--- src/rtl/block_stage_controller_if.sv ---
// Command and read-port bundle between the stage controller and the 30x10 block memory.
interface block_stage_controller_if;
  logic       mem_enable;
  logic [1:0] mem_func;
  logic [1:0] mem_stage;
  logic [4:0] mem_row;
  logic [4:0] mem_col;
  logic [2:0] mem_block;
  logic       mem_busy;

  modport master (
    output mem_enable, mem_func, mem_stage, mem_row, mem_col,
    input  mem_block, mem_busy
  );

  modport slave (
    input  mem_enable, mem_func, mem_stage, mem_row, mem_col,
    output mem_block, mem_busy
  );
endinterface

--- src/rtl/block_stage_controller.sv ---
// Stage sequencer: issues LOAD/DROP to the block memory, counts remaining blocks by a
// full board scan, and advances stages until the last one is cleared.
//
// state   | meaning
// IDLE    | no game running, waiting for start
// CMD     | command pending, strobes once when memory is not busy
// WAIT_HI | strobe sent, waiting for memory to raise busy
// WAIT_LO | memory busy, waiting for it to finish
// SCAN    | walking all cells row-major and counting non-zero blocks
// PLAY    | board stable, accepting drop_tick / rescan
// CLEAR   | zero blocks found, pulse stage_clear and pick next step
// WON     | last stage cleared, waiting for start
module block_stage_controller #(
  parameter int MAXROW     = 30,
  parameter int MAXCOL     = 10,
  parameter int LAST_STAGE = 3
) (
  input  logic        clock,
  input  logic        reset,
  input  logic        start,
  input  logic        drop_tick,
  input  logic        rescan,
  input  logic [4:0]  ext_row,
  input  logic [4:0]  ext_col,
  block_stage_controller_if.master mem,
  output logic [1:0]  stage,
  output logic [8:0]  blocks_left,
  output logic        stage_clear,
  output logic        game_won,
  output logic        ready
);

  typedef enum logic [2:0] {
    S_IDLE, S_CMD, S_WAIT_HI, S_WAIT_LO, S_SCAN, S_PLAY, S_CLEAR, S_WON
  } state_t;

  // 2'b10 (PULL) is accepted by CMD but no trigger currently selects it.
  localparam logic [1:0] FUNC_LOAD   = 2'b01;
  localparam logic [1:0] FUNC_DROP   = 2'b11;
  localparam logic [4:0] ROW_END     = 5'(MAXROW - 1);
  localparam logic [4:0] COL_END     = 5'(MAXCOL - 1);
  localparam logic [1:0] STAGE_FINAL = 2'(LAST_STAGE);

  state_t     r_state, w_next;
  logic [1:0] r_func;
  logic [1:0] r_stage;
  logic [8:0] r_blocks_left;
  logic [8:0] r_count;
  logic [4:0] r_row, r_col;
  logic       r_drain;
  logic       r_sample;
  logic       r_pending;

  logic       w_strobe, w_scan_start, w_scan_done;
  logic       w_new_game, w_drop_cmd, w_next_stage;
  logic       w_hit;
  logic [8:0] w_count_next;

  // mem_block answers for the address presented on the previous cycle.
  assign w_hit        = r_sample && (mem.mem_block != 3'd0);
  assign w_count_next = r_count + {8'd0, w_hit};

  always_ff @(posedge clock) begin
    if (reset) r_state <= S_IDLE;
    else       r_state <= w_next;
  end

  always_comb begin
    w_next       = r_state;
    w_strobe     = 1'b0;
    w_scan_start = 1'b0;
    w_scan_done  = 1'b0;
    w_new_game   = 1'b0;
    w_drop_cmd   = 1'b0;
    w_next_stage = 1'b0;
    stage_clear  = 1'b0;
    case (r_state)
      S_IDLE, S_WON: begin
        if (start) begin
          w_new_game = 1'b1;
          w_next     = S_CMD;
        end
      end
      S_CMD: begin
        if (!mem.mem_busy) begin
          w_strobe = 1'b1;
          w_next   = S_WAIT_HI;
        end
      end
      S_WAIT_HI: if (mem.mem_busy) w_next = S_WAIT_LO;
      S_WAIT_LO: begin
        if (!mem.mem_busy) begin
          w_scan_start = 1'b1;
          w_next       = S_SCAN;
        end
      end
      S_SCAN: begin
        if (r_drain) begin
          w_scan_done = 1'b1;
          w_next      = (w_count_next == 9'd0) ? S_CLEAR : S_PLAY;
        end
      end
      S_PLAY: begin
        if (drop_tick) begin
          w_drop_cmd = 1'b1;
          w_next     = S_CMD;
        end else if (rescan || r_pending) begin
          w_scan_start = 1'b1;
          w_next       = S_SCAN;
        end
      end
      S_CLEAR: begin
        stage_clear = 1'b1;
        if (r_stage == STAGE_FINAL) begin
          w_next = S_WON;
        end else begin
          w_next_stage = 1'b1;
          w_next       = S_CMD;
        end
      end
      default: w_next = S_IDLE;
    endcase
  end

  always_ff @(posedge clock) begin
    if (reset) begin
      r_func        <= 2'b00;
      r_stage       <= 2'd0;
      r_blocks_left <= 9'd0;
      r_count       <= 9'd0;
      r_row         <= 5'd0;
      r_col         <= 5'd0;
      r_drain       <= 1'b0;
      r_sample      <= 1'b0;
      r_pending     <= 1'b0;
    end else begin
      if (w_new_game) begin
        r_stage <= 2'd0;
        r_func  <= FUNC_LOAD;
      end
      if (w_next_stage) begin
        r_stage <= r_stage + 2'd1;
        r_func  <= FUNC_LOAD;
      end
      if (w_drop_cmd) r_func <= FUNC_DROP;

      // Any scan satisfies an outstanding recount request.
      if (w_scan_start)  r_pending <= 1'b0;
      else if (rescan)   r_pending <= 1'b1;

      if (w_scan_start) begin
        r_row    <= 5'd0;
        r_col    <= 5'd0;
        r_drain  <= 1'b0;
        r_sample <= 1'b0;
        r_count  <= 9'd0;
      end else if (r_state == S_SCAN) begin
        r_count <= w_count_next;
        if (!r_drain) begin
          r_sample <= 1'b1;
          if (r_row == ROW_END && r_col == COL_END) begin
            r_drain <= 1'b1;
          end else if (r_col == COL_END) begin
            r_col <= 5'd0;
            r_row <= r_row + 5'd1;
          end else begin
            r_col <= r_col + 5'd1;
          end
        end
      end

      if (w_scan_done) r_blocks_left <= w_count_next;
    end
  end

  assign mem.mem_enable = w_strobe;
  assign mem.mem_func   = (r_state == S_CMD)  ? r_func  : 2'b00;
  assign mem.mem_stage  = (r_state == S_CMD)  ? r_stage : 2'd0;
  assign mem.mem_row    = (r_state == S_SCAN) ? r_row   : ext_row;
  assign mem.mem_col    = (r_state == S_SCAN) ? r_col   : ext_col;

  assign stage       = r_stage;
  assign blocks_left = r_blocks_left;
  assign game_won    = (r_state == S_WON);
  assign ready       = (r_state == S_PLAY);

endmodule

--- src/flat_wrapper.sv ---
// flat-port wrapper written by rule: the top's interface ports become plain ports
module block_stage_controller_flat 
#(
  parameter int MAXROW     = 30,
  parameter int MAXCOL     = 10,
  parameter int LAST_STAGE = 3
)
  (clock, reset, start, drop_tick, rescan, ext_row, ext_col, stage, blocks_left, stage_clear, game_won, ready, mem_mem_enable, mem_mem_func, mem_mem_stage, mem_mem_row, mem_mem_col, mem_mem_block, mem_mem_busy);
  block_stage_controller_if mem_i ();
  input  logic clock;
  input  logic reset;
  input  logic start;
  input  logic drop_tick;
  input  logic rescan;
  input  logic [4:0] ext_row;
  input  logic [4:0] ext_col;
  output logic [1:0] stage;
  output logic [8:0] blocks_left;
  output logic stage_clear;
  output logic game_won;
  output logic ready;
  output wire logic [$bits(mem_i.mem_enable)-1:0] mem_mem_enable;
  output wire logic [$bits(mem_i.mem_func)-1:0] mem_mem_func;
  output wire logic [$bits(mem_i.mem_stage)-1:0] mem_mem_stage;
  output wire logic [$bits(mem_i.mem_row)-1:0] mem_mem_row;
  output wire logic [$bits(mem_i.mem_col)-1:0] mem_mem_col;
  input wire logic [$bits(mem_i.mem_block)-1:0] mem_mem_block;
  input wire logic [$bits(mem_i.mem_busy)-1:0] mem_mem_busy;
  assign mem_mem_enable = mem_i.mem_enable;
  assign mem_mem_func = mem_i.mem_func;
  assign mem_mem_stage = mem_i.mem_stage;
  assign mem_mem_row = mem_i.mem_row;
  assign mem_mem_col = mem_i.mem_col;
  assign mem_i.mem_block = mem_mem_block;
  assign mem_i.mem_busy = mem_mem_busy;
  block_stage_controller #(.MAXROW(MAXROW), .MAXCOL(MAXCOL), .LAST_STAGE(LAST_STAGE)) u_core (.clock(clock), .reset(reset), .start(start), .drop_tick(drop_tick), .rescan(rescan), .ext_row(ext_row), .ext_col(ext_col), .mem(mem_i), .stage(stage), .blocks_left(blocks_left), .stage_clear(stage_clear), .game_won(game_won), .ready(ready));
endmodule
--- config.mk ---
export PLATFORM = sky130hd
export DESIGN_NAME = block_stage_controller_flat
export DESIGN_NICKNAME = d
export VERILOG_FILES = /design/src/rtl/block_stage_controller_if.sv /design/src/rtl/block_stage_controller.sv /design/src/flat_wrapper.sv
export SDC_FILE = /design/constraint.sdc
export NUM_CORES = 1
export LEC_CHECK = 0
export CORE_MARGIN = 2
export CORE_UTILIZATION = 50
export CTS_CLUSTER_SIZE = 12
export DETAILED_ROUTE_END_ITERATION = 6
export GPL_ROUTABILITY_DRIVEN = 0
export GPL_TIMING_DRIVEN = 0
export PLACE_DENSITY_LB_ADDON = 0.2
export SLEW_MARGIN = 20
export SYNTH_ARGS = -nofsm -noshare
export SYNTH_HDL_FRONTEND = slang
export SYNTH_SLANG_ARGS = --single-unit
--- constraint.sdc ---
create_clock -name clock -period 4.2 [get_ports clock]
set_clock_uncertainty 0.2 [all_clocks]
set_input_delay 1.26 -clock clock [delete_from_list [all_inputs] [get_ports clock]]
set_output_delay 1.26 -clock clock [all_outputs]
set_load 0.05 [all_outputs]
==> run metrics, run 1 <==
dominant cell type by area after synthesis=dfxtp_1; vias in the first global route=1895; crit path max fanout=1; fin. max-slew vios=0; Initial Util=52.54%; Nets=343; vias=2000; Die Span X=69.30 um; RSZ-0062 raised after global routing=false; Critical R2R Launch=u_core.r_sample; clock tree from TritonCTS=yes; post-synthesis adder-cell area fraction=4.108%; Seq/Total Area, Yosys=35.68%; Buf/Inv on CP=2; xor/xnor share of the synthesized area=8.627%; register area=760.7 um^2; main flop type after synthesis=dfxtp_1; core box area=0.004058 mm^2; Worst path slowest cell=clkdlybuf4s50_1; Congestion Overflow GR=0; CTS Sinks=38; Post-Layout Cell Count=368; # placed instances=360; first-pass GRT wire length=8562 um; count of input and output buffers=46; antenna violations before repair=0; max-cap violations=0; ant diodes=0; Yosys top cell area share=35.68%; post-CTS setup buffer count=0; Final Cycle Share=97.53%; Root Buffer=clkbuf_8; Area Growth Syn to Fin=32.04%; # fillers=352; syn_area_per_cell=8.076 um^2; worst hold path cell count=2; crit-path max cell delay=0.80 ns; main combinational cell family by area after synthesis=simple AND/OR/NAND/NOR gates; Mapped Area=0.002132 mm^2; CP Launch Type=primary input; I/O pin cnt=48; Cell Pwr Density=300.4 mW/mm^2; WL/cell=13.48 um; r2r setup slk=1.57 ns; Max Freq=244.1 MHz; Worst Path Class, Setup=primary input to output port; Cell variety after synth=50; area of the die=0.004802 mm^2; compound-cell area share of the yosys netlist=15.96%; VDD IR max=0.1721 mV; WL final=4960 um; critical path cell sequence=clkdlybuf4s50_1, nand2_1, nand2_1, clkdlybuf4s50_1; Simple-Gate Fraction of Synth Area=28.99%; synth warn=0; Largest delay share family, worst path=buffers and inverters; total power=0.0008456 W; Antenna Violating Nets Remaining=0; share of cells above drive strength 1=9.434%; drt first-iter violations=110; Final Hold Viols=0; Post-Synthesis Cells=264; Hold-fix buffers, CTS=0; Tmin final=4.096 ns; DR vias/cell=5.435; GRT Resource Usage Total=22.05%; Remaining DRCs=0; Hold EP=u_core.r_count[0]; worst-skew pair later-pin latency=0.30 ns; Final setup viols=0; number of flops mapped to enable cells by yosys=0; Worst-Margin Slew=0.5044 ns; min-delay src=u_core.r_count[0]; Synth area leaders=dfxtp_1 36%, nor2_1 7.9%, nand2_1 7.6%; critical path data required time=2.74 ns; FF-to-FF End=u_core.r_state[0]; synthesized flop and latch total=38; std cell rows=23; CTS clk-pin slew, worst paths=0.08 ns; CTS HTree Levels=2; area of the multi-input gates=0.001282 mm^2; R2R depth=8; Setup crit end kind=output port; WP data arrival=2.64 ns; Syn Nets=290; Leak=1.097 nW; Die H=69.30 um; HP Class=flop to flop; DRT Pass-1 Iters=4; dpl hpwl=3535 um; relative slew slack=66.32%; status=complete, no violations; pin count of the biggest net entering global routing=13; CTS Buffer Depth=2; proportion of synthesized area in mux cells=2.347%; CTS buffer count=5; fraction of registers with async set/reset=0%
[sequential cells by signal, indices dropped and copies added (netlist names)]
signal and flops:
u_core.r_pending 1, u_core.r_sample 1, u_core.r_state 3, u_core.r_drain 1
u_core.r_func 2, u_core.stage 2, u_core.r_row 5, u_core.r_count 9
u_core.r_col 5, u_core.blocks_left 9
[cell usage after synthesis (5+ instances only)]
| cell type | instances |
|---|---|
| inv_1 | 5 |
| mux2i_1 | 5 |
| xor2_1 | 10 |
| clkbuf_1 | 7 |
| buf_2 | 7 |
| nand2_1 | 43 |
| a21oi_1 | 7 |
| ha_1 | 7 |
| a211oi_1 | 7 |
| and2_1 | 5 |
| nor2_1 | 45 |
| dfxtp_1 | 38 |
| o21ai_0 | 5 |
| xnor2_1 | 11 |
[worst min-delay path: cells and delay by family, from the launching register on]
family	cells	cell delay, ns
DFF	1	0.32
AOI/OAI and AO/OA	1	0.05
and+or+nand+nor	1	0.05
[logic make-up after synthesis]
family,after synthesis
AOI/OAI and AO/OA,44
buffers and inverters,21
adders and majority gates,7
xor gates and xnor gates,21
muxes,5
and+or+nand+nor,128
DFF,38
[where the power goes]
group	switching, W	total, W	internal (W)
Combinational	0.0000523	0.0000884	0.0000361
Sequential	0.00000215	0.000365	0.000363
Clock	0.000139	0.000392	0.000253
[final cells by class]
cell class | count | share of cell area [%]
plain buffers | 16 | 2.622
clock buffers | 6 | 2.933
clock inverters | 2 | 2.133
inverters | 5 | 0.6667
multi-input cells | 205 | 45.56
flip-flops and latches | 38 | 27.02
well taps | 50 | 2.222
repair buffers | 46 | 16.84
[routing by layer]
metal / wire length (um) / vias up / share of wire [%] / global-route usage [%]
li1: - / 1020 / - / -
met1: 2275 / 907 / 46 / 28.35
met2: 2289 / 62 / 46 / 33.97
met3: 284 / 11 / 5.7 / 5.959
met4: 110 / 0 / 2.2 / 10.89
met5: 0 / - / 0 / 0
[worst max path at each step]
stage | startpoint | to | slack, ns | cells past startpoint
finish | ext_row[2] | mem_mem_row[2] | 0.10 | 4
detailed placement | mem_mem_busy | mem_mem_enable | 0.007 | 3
global route | u_core.r_state[2] | mem_mem_row[0] | 0.01 | 7
global placement | mem_mem_busy | mem_mem_enable | -0.008 | 3
floorplan | mem_mem_busy | mem_mem_enable | 0.03 | 1
CTS | u_core.r_state[2] | mem_mem_col[1] | 0.05 | 6
[metrics by stage]
| stage | hold WS (ns) | setup TNS, ns | area (um^2) | utilization [%] | worst slack, ns |
|---|---|---|---|---|---|
| 4_1_cts | 0.2695 | 0 | 2799 | 68.98 | 0.04886 |
| 2_1_floorplan | 0.2406 | 0 | 2132 | - | 0.03123 |
| 5_1_grt | 0.3062 | 0 | 2815 | 69.38 | 0.01489 |
| 3_3_place_gp | 0.2482 | -0.008032 | 2655 | 65.43 | -0.008032 |
| 3_5_place_dp | 0.2585 | 0 | 2655 | 65.43 | 0.006814 |
| 6_report | 0.2644 | 0 | 2815 | 69.38 | 0.1036 |
[layout by cell type (no fill, tap or decap), types with 2 or more instances in the layout]
master           instances
nor3_1                   4
or4_1                    2
and2_1                   5
nand3_1                  4
a211oi_1                 7
nand2_1                 43
nor4_1                   2
xnor2_1                 11
nand2b_1                 4
bufinv_16                2
ha_1                     7
a21oi_1                  7
o21ai_0                  5
xor2_1                  10
a311oi_1                 3
mux2i_1                  5
and3_1                   3
clkbuf_1                 6
or3_1                    3
clkbuf_8                 6
o221ai_1                 2
a22oi_1                  2
a31oi_1                  2
a31o_2                   2
o31a_1                   2
inv_1                    5
nand4_1                  4
a41oi_1                  2
dlymetal6s2s_1           6
buf_2                    7
dfxtp_1                 38
nor2_1                  44
clkdlybuf4s50_1         39
[what timing repair did]
action | in CTS | in global routing
cloned | 0 | 0
endpoints found under the setup margin | 9 | 10
gates resized for setup | 2 | 8
(Power assumes the default switching activity.)
==> run 2, diff against run 1 <==
--- a/config.mk
+++ b/config.mk
@@ -6,7 +6,7 @@
 export NUM_CORES = 1
 export LEC_CHECK = 0
 export CORE_MARGIN = 2
-export CORE_UTILIZATION = 50
+export CORE_UTILIZATION = 45
 export CTS_CLUSTER_SIZE = 12
 export DETAILED_ROUTE_END_ITERATION = 6
 export GPL_ROUTABILITY_DRIVEN = 0
==> constraint.sdc (replaced) <==
create_clock -name clock -period 3.45 [get_ports clock]
set_clock_uncertainty 0.2 [all_clocks]
set_input_delay 1.035 -clock clock [delete_from_list [all_inputs] [get_ports clock]]
set_output_delay 1.035 -clock clock [all_outputs]
set_load 0.05 [all_outputs]
==> run 2 against run 1 <==
Compared with the run above: wire length shrank 2.3%; clock-buffer cell count shrank 1; register-to-register slack worse by 0.54 ns; critical path depth rose by 4; core utilization down 9.4 points; cell area is 1.4% lower; die area is 10% higher; power is 9.3% higher; setup slack worse by 0.024 ns; sequential cell count is the same; global-route usage decreased by 1.9 points; largest power group is now registers.
==> run metrics, run 2 (synthesis results as in run 1) <==
crit-path max cell delay=0.40 ns (-0.40 ns); Worst Path Class, Setup=primary input to flop; CTS Buffer Depth=2 (unchanged); # fillers=457 (+30%); ant diodes=0 (unchanged); area of the multi-input gates=0.001304 mm^2 (+1.7%); area of the die=0.005304 mm^2 (+10%); clock tree from TritonCTS=yes; Largest delay share family, worst path=compound AO/OA/AOI/OAI gates; RSZ-0062 raised after global routing=false; crit-path most repeated cell=o31a_1; Die H=72.83 um (+5.1%); Worst-Margin Slew=0.5204 ns (+0.01602 ns); share of cells above drive strength 1=15.09% (+5.7 points); drt first-iter violations=128 (+16%); Setup Slack @ Placement=-0.3968 ns (-0.4036 ns); CTS Sinks=38 (unchanged); critical path data required time=3.44 ns (+0.70 ns); post-CTS setup buffer count=0 (unchanged); CP Launch Type=primary input; VDD IR max=0.1940 mV (+13%); Hold-fix buffers, CTS=0 (unchanged); Net Sw Frac=24.69% (+1.8 points); max-cap violations=0 (unchanged); r2r setup slk=1.03 ns (-0.54 ns); Net Sw Power=0.0002283 W (+18%); WL final=4848 um (-2.3%); Final setup viols=0 (unchanged); first-pass GRT wire length=8342 um (-2.6%); dpl hpwl=3513 um (-0.62%); Leak=1.042 nW (-5.1%); crit path max fanout=6 (+5); Flop pwr share=48.1% (+4.9 points); commonest non-fill, non-tap cell in the layout=nor2_1; register area=760.7 um^2 (unchanged); Nets=343 (unchanged); Remaining DRCs=0 (unchanged); Worst path slowest cell=clkdlybuf4s50_1; total power=0.0009244 W (+9.3%); CTS clk-pin slew, worst paths=0.08 ns (about the same); DRT Pass-1 Iters=4 (unchanged); Max Freq=296.7 MHz; Antenna Violating Nets Remaining=0 (unchanged); Fin Setup TNS=0 ns (unchanged); Power Internal=0.0006961 W (+6.7%); CTS HTree Levels=2 (unchanged); DR vias/cell=5.325 (-2.0%); std cell rows=25 (+8.7%); Die Span X=72.83 um (+5.1%); Initial Util=46.05% (-6.5 points); Cell Pwr Density=333.0 mW/mm^2 (+11%); WL/cell=13.03 um (-3.3%); I/O pin cnt=48 (unchanged); CTS buffer count=5 (unchanged); worst-skew pair later-pin latency=0.29 ns (about the same); Setup crit end kind=flop; Final Cycle Share=97.70%; core box area=0.004629 mm^2 (+14%); clock share of power=40.5% (-5.9 points); vias in the first global route=1837 (-3.1%); antenna violations before repair=0 (unchanged); commonest cells after routing, fill and taps aside=44 x nor2_1, 43 x nand2_1, 38 x dfxtp_1; Final Hold Viols=0 (unchanged); critical path cell sequence=clkdlybuf4s50_1, o31a_1, ha_1, ha_2, or3_1, a2111oi_4, a41oi_1, o31a_1; count of input and output buffers=46 (unchanged); relative slew slack=65.30% (-1.0 points); Congestion Overflow GR=0 (unchanged); fin. max-slew vios=0 (unchanged); Area Growth Syn to Fin=30.22%; Buf/Inv on CP=1 (-1); GRT Resource Usage Total=20.10% (-1.9 points); status=complete, no violations; Worst Setup Slack, final=0.07941 ns (-0.02414 ns); Tmin final=3.371 ns; Logic pwr share=11.4% (+0.9 points); HP Class=flop to flop; WP data arrival=3.36 ns (+0.72 ns); Root Buffer=clkbuf_8; pin count of the biggest net entering global routing=13 (unchanged); vias=1981 (-0.95%)
## run 2: per-stage QoR
| stage | hold slack, ns | cell area, um^2 | util (%) | instances |
|---|---|---|---|---|
| 5_1_grt | 0.3294 | 2776 | 59.97 | 372 |
| 2_1_floorplan | 0.2406 | 2138 | - | 264 |
| 3_5_place_dp | 0.2717 | 2666 | 57.59 | 364 |
| 3_3_place_gp | 0.2518 | 2666 | 57.59 | 364 |
| 6_report | 0.2840 | 2776 | 59.97 | 372 |
| 4_1_cts | 0.2899 | 2789 | 60.24 | 372 |
## run 2: cell type report
cell class	instances	area share, %
Timing Repair Buffer	46	15.91
Sequential cell	38	27.40
Tap cell	54	2.434
Clock inverter	3	1.442
Multi-Input combinational cell	205	46.96
Clock buffer	5	2.479
Buffer	16	2.704
Inverter	5	0.6760
## run 2: power groups by stage
stage	Sequential (W)	Clock [W]	Combinational (W)
after floorplan	0.000454	0	0.0000636
after global placement	0.000454	0	0.000108
after detailed placement	0.000455	0	0.000109
after CTS	0.000444	0.000384	0.000106
after global routing	0.000445	0.000403	0.000114
final	0.000445	0.000375	0.000105
## run 2: metal layers
| metal | routed length, um | GRT usage [%] | up-vias |
|---|---|---|---|
| met5 | 0 | 0 | - |
| met4 | 97 | 8.642 | 0 |
| met3 | 254 | 5.249 | 8 |
| met2 | 2157 | 32.02 | 58 |
| met1 | 2338 | 25.64 | 896 |
| li1 | - | - | 1019 |
## run 2: worst register-to-register path: cells and delay by family, from the launching register on
family | cells | cell delay, ns
AO/OA/AOI/OAI | 4 | 0.85
XOR/XNOR | 1 | 0.24
adder cells (fa/ha/maj) | 2 | 0.48
flip-flops | 1 | 0.33
AND/OR/NAND/NOR | 1 | 0.21
## run 2: repair_timing
action,4_1_cts,5_1_grt
resized for setup,47,12
endpoints found under the setup margin,16,14
pin swaps,1,1
## run 2: worst paths after layout
check / endpoint / cells after the start / startpoint
setup / recovery: u_core.r_state[0] / 8 / mem_mem_block[1]
setup reg to reg: u_core.r_state[0] / 8 / u_core.r_sample
hold reg to reg: u_core.r_count[0] / 2 / u_core.r_count[0]
hold / removal: u_core.r_count[0] / 2 / u_core.r_count[0]
==> run 3, diff against run 2 <==
--- a/config.mk
+++ b/config.mk
@@ -12,7 +12,7 @@
 export GPL_ROUTABILITY_DRIVEN = 0
 export GPL_TIMING_DRIVEN = 0
 export PLACE_DENSITY_LB_ADDON = 0.2
-export SLEW_MARGIN = 20
+export SLEW_MARGIN = 15
 export SYNTH_ARGS = -nofsm -noshare
 export SYNTH_HDL_FRONTEND = slang
 export SYNTH_SLANG_ARGS = --single-unit
==> results of run 3 <==
The final DEF is identical to that of run 2; final timing and power are the same.
==> patch 1: new RTL, config.mk and constraints of run 3 <==
Make the reset (`reset`) asynchronous in 2 clocked blocks.
--- a/src/rtl/block_stage_controller.sv
+++ b/src/rtl/block_stage_controller.sv
@@ -62,3 +62,3 @@
 
-  always_ff @(posedge clock) begin
+  always_ff @(posedge clock or posedge reset) begin
     if (reset) r_state <= S_IDLE;
@@ -124,3 +124,3 @@
 
-  always_ff @(posedge clock) begin
+  always_ff @(posedge clock or posedge reset) begin
     if (reset) begin
Check against the original RTL: differs if reset is asserted again (counterexample within 4 cycles, from zero or initial values and one cycle with reset high); with reset held inactive, the same outputs for 10 cycles.
==> patch 1 against run 3 <==
First-iteration DRC count fell by 36%. Cell area is 6.3% higher. Wire length is 5.4% higher. Register-to-register slack better by 0.12 ns. Sequential cell count is the same. Die area up 5.8%. Sequential share of layout area is 4.8 points higher. Synthesized cell count decreased by 1.1%. Area after synthesis up 6.2%. Setup slack better by 0.095 ns. Count of clock-buffer cells in the layout rose by 2. Critical endpoint is now mem_mem_row[1].
Power is not compared: it rests on default switching activity, and its combinational part moved more than twofold at a synthesized area within 25%.
==> patch 1: results (changes against run 3) <==
crit path launch=u_core.r_state[2]$_DFFE_PP0P_ (was mem_mem_block[1]); global-route wire length before repair=8714 um (was 8342 um); Synth Net Count=287 (was 290); vias after detailed routing=2032 (was 1981); largest net degree at the start of global routing=37 (was 13); status=complete, no violations (unchanged); DR iter-0 viols=82 (was 128); Slowest-stage cell, CP=clkdlybuf4s15_2 (was clkdlybuf4s50_1); worst reg2reg startpoint=u_core.r_sample$_DFFE_PP0P_ (was u_core.r_sample$_SDFFE_PP0P_); Final #Nets=342 (was 343); Worst-Margin Slew=0.5270 ns (was 0.5204 ns); ys flop type=dfrtp_1 (was dfxtp_1); R2R Setup Slk=1.15 ns (was 1.03 ns); post-synth cell types=49 (was 50); Worst Hold Class=flip-flop to flip-flop (unchanged); drt pass-1 iters=4 (unchanged); vias in the first global route=1903 (was 1837); Async SR Flop Fraction=100.0% (was 0%); Placed Area=2844 um2 (was 2666 um2); crit path capture=mem_mem_row[1] (was u_core.r_state[0]$_SDFFE_PP0P_); worst-path maximum fanout=13 (was 6); WHS Path Cells=1 (was 2); r2r endpoint=u_core.r_state[0]$_DFFE_PP0P_ (was u_core.r_state[0]$_SDFFE_PP0P_); peak supply drop=0.3991 mV; Top delay family on crit path=buffers and inverters (was compound AO/OA/AOI/OAI gates); routed len/inst=13.34 um (was 13.03 um); CTS max path bufs=2 (unchanged); Leak=1.273 nW; list of most frequent post-synthesis cells=46 x nand2_1, 38 x dfrtp_1, 29 x nor2_1 (was 45 x nor2_1, 43 x nand2_1, 38 x dfxtp_1); worst reg2reg path depth=9 (was 8); Port Buffers=47 (was 46); DP Wirelength=3726 um (was 3513 um)
==> patch 1: cell types whose count changed after synthesis, sizes merged, moves of 7 or more <==
cell / delta
a211oi: -7
a21oi: +10
dfrtp: +38
dfxtp: -38
nor2: -15
==> patch 1: metrics by stage <==
step / instances / setup slack [ns]
after global routing: 383 / 0.005471
after floorplan: 261 / -0.02026
after detailed placement: 376 / -0.4515
final: 383 / 0.1748
after global placement: 375 / -0.4332
after CTS: 382 / 0.01605
==> patch 1: worst min path at each step <==
stage	endpoint	slack, ns
2_1_floorplan	u_core.r_func[0]$_DFFE_PP0P_	0.23
3_3_place_gp	u_core.r_func[0]$_DFFE_PP0P_	0.25
3_5_place_dp	u_core.r_func[1]$_DFFE_PP0P_	0.28
4_1_cts	u_core.r_func[1]$_DFFE_PP0P_	0.29
5_1_grt	u_core.r_func[0]$_DFFE_PP0P_	0.32
6_report	u_core.blocks_left[8]$_DFFE_PP0P_	0.29
==> patch 1: final cells by class <==
class                   instances  area, um2
inverters                       6      22.52
clock buffers                   7      76.32
well taps                      67      83.83
flip-flops and latches         38      950.9
plain buffers                  16      75.07
fillers                       424       1834
multi-input cells             200       1235
repair buffers                 49      508.0
==> patch 1: metal layers <==
layer,up-vias,share of wire [%],global-route usage [%]
li1,1010,-,-
met1,967,48,27.96
met2,49,46,31.48
met3,6,4.6,4.016
met4,0,1.3,6.944
met5,-,0,0
==> patch 1: cell families after synthesis <==
kind of cell	share of synthesized area (%)
simple gates	26.20
compound gates	14.48
flops	42.01
buf+inv	4.311
xor+xnor	6.192
fa+ha+maj	3.869
mux	2.930
==> patch 1: what timing repair did <==
action,in CTS,in global routing
setup buffers,0,1
setup endpoints to repair,16,16
resized for setup,50,8
pin swaps,1,1
hold endpoints to repair,0,0
==> patch 2: new RTL, settings of run 3 <==
Without the edit above. `MAXROW` is set to 30 in 2 places; all go to 15.
--- a/src/rtl/block_stage_controller.sv
+++ b/src/rtl/block_stage_controller.sv
@@ -13,3 +13,3 @@
 module block_stage_controller #(
-  parameter int MAXROW     = 30,
+  parameter int MAXROW     = 15,
   parameter int MAXCOL     = 10,
--- a/src/flat_wrapper.sv
+++ b/src/flat_wrapper.sv
@@ -3,3 +3,3 @@
 #(
-  parameter int MAXROW     = 30,
+  parameter int MAXROW     = 15,
   parameter int MAXCOL     = 10,
Check against the original RTL: same outputs for any inputs over 10 cycles, from zero or initial values and one cycle with reset high; that may be too few to reach the edited logic, so the function may still have changed.
==> patch 2 against run 3 <==
Total power down 6.1%. Cell area shrank 0.27%. Largest power group unchanged. Area after synthesis about the same. Setup slack got worse by 0.051 ns. Highest routed layer unchanged. Sequential cell count unchanged. Core utilization is 0.56 points lower. Wire length increased by 1.6%. Via count rose by 2.1%.
==> patch 2: results (changes against run 3) <==
R2R Setup Slk=1.01 ns (was 1.03 ns); DP Wirelength=3550 um (was 3513 um); Crit path arrival time=2.19 ns (was 3.36 ns); Slowest-stage cell, CP=clkdlybuf4s15_1 (was clkdlybuf4s50_1); status=complete, no violations (unchanged); DP Worst Slack=-0.3979 ns (was -0.3968 ns); mux cell area share after synthesis=2.346% (was 2.347%); CP peak stage delay=0.52 ns (was 0.40 ns); clock share of power=36.7% (was 40.5%); combinational power share=12.1% (was 11.4%); GRT Overall Usage=20.32% (was 20.10%); crit path capture=mem_mem_enable (was u_core.r_state[0]$_SDFFE_PP0P_); xor and xnor area share after synthesis=8.622% (was 8.627%); Top delay family on crit path=buffers and inverters (was compound AO/OA/AOI/OAI gates); Synth area leaders=dfxtp_1 36%, nor2_1 7.9%, nand2_1 7.6% (unchanged); GR Util met3=4.006% (was 5.249%); Leak=1.034 nW (was 1.042 nW); largest net degree at the start of global routing=12 (was 13); GRT met2 Usage=32.53% (was 32.02%); register area share after synthesis=35.66% (was 35.68%); Placed Area=2668 um2 (was 2666 um2); Worst-Margin Slew=0.5434 ns (was 0.5204 ns); vias in the first global route=1829 (was 1837); filler instances=437 (was 457); complex-gate fraction of the synthesized area=15.95% (was 15.96%); adder-cell area share of the yosys netlist=4.106% (was 4.108%)
-- patch 2: cell count changes after synthesis, sizes merged --
cell,before,now
and4b,0,1
and4,1,0
clkbuf,7,6
buf,9,10
-- patch 2: final cells by class --
cell class                 count  area (um2)  area share [%]
tap                           54       67.56           2.440
clock inverter                 1       5.005          0.1807
multi-input combinational    205        1328           47.94
inverter                       5       18.77          0.6778
timing repair buffer          46       427.9           15.45
clock buffer                   7       86.33           3.118
buffer                        16       75.07           2.711
sequential                    38       760.7           27.47
-- patch 2: worst min-delay path, stage by stage, from the launching register on --
cell and delay [ns]:
dfxtp_1 0.32, nand2_1 0.06, a21oi_1 0.05
-- patch 2: metal layers --
layer	up-vias	wire [um]
met5	-	0
met4	0	113
met3	10	228
met2	59	2256
met1	933	2328
li1	1021	-
-- patch 2: how the worst min path moves through the flow --
stage | from | to | slack [ns]
6_report | u_core.r_count[0]$_SDFFE_PP0P_ | u_core.r_count[0]$_SDFFE_PP0P_ | 0.28
5_1_grt | u_core.r_count[0]$_SDFFE_PP0P_ | u_core.r_count[0]$_SDFFE_PP0P_ | 0.31
3_3_place_gp | u_core.r_count[0]$_SDFFE_PP0P_ | u_core.r_count[0]$_SDFFE_PP0P_ | 0.25
3_5_place_dp | u_core.r_count[0]$_SDFFE_PP0P_ | u_core.r_count[0]$_SDFFE_PP0P_ | 0.26
2_1_floorplan | u_core.r_count[0]$_SDFFE_PP0P_ | u_core.r_count[0]$_SDFFE_PP0P_ | 0.24
4_1_cts | u_core.r_count[0]$_SDFFE_PP0P_ | u_core.r_count[0]$_SDFFE_PP0P_ | 0.27
-- patch 2: repair_timing --
action	in CTS	in global routing
cloned	0	0
gates resized for setup	45	18
pin swaps	0	1
endpoints found under the setup margin	16	16
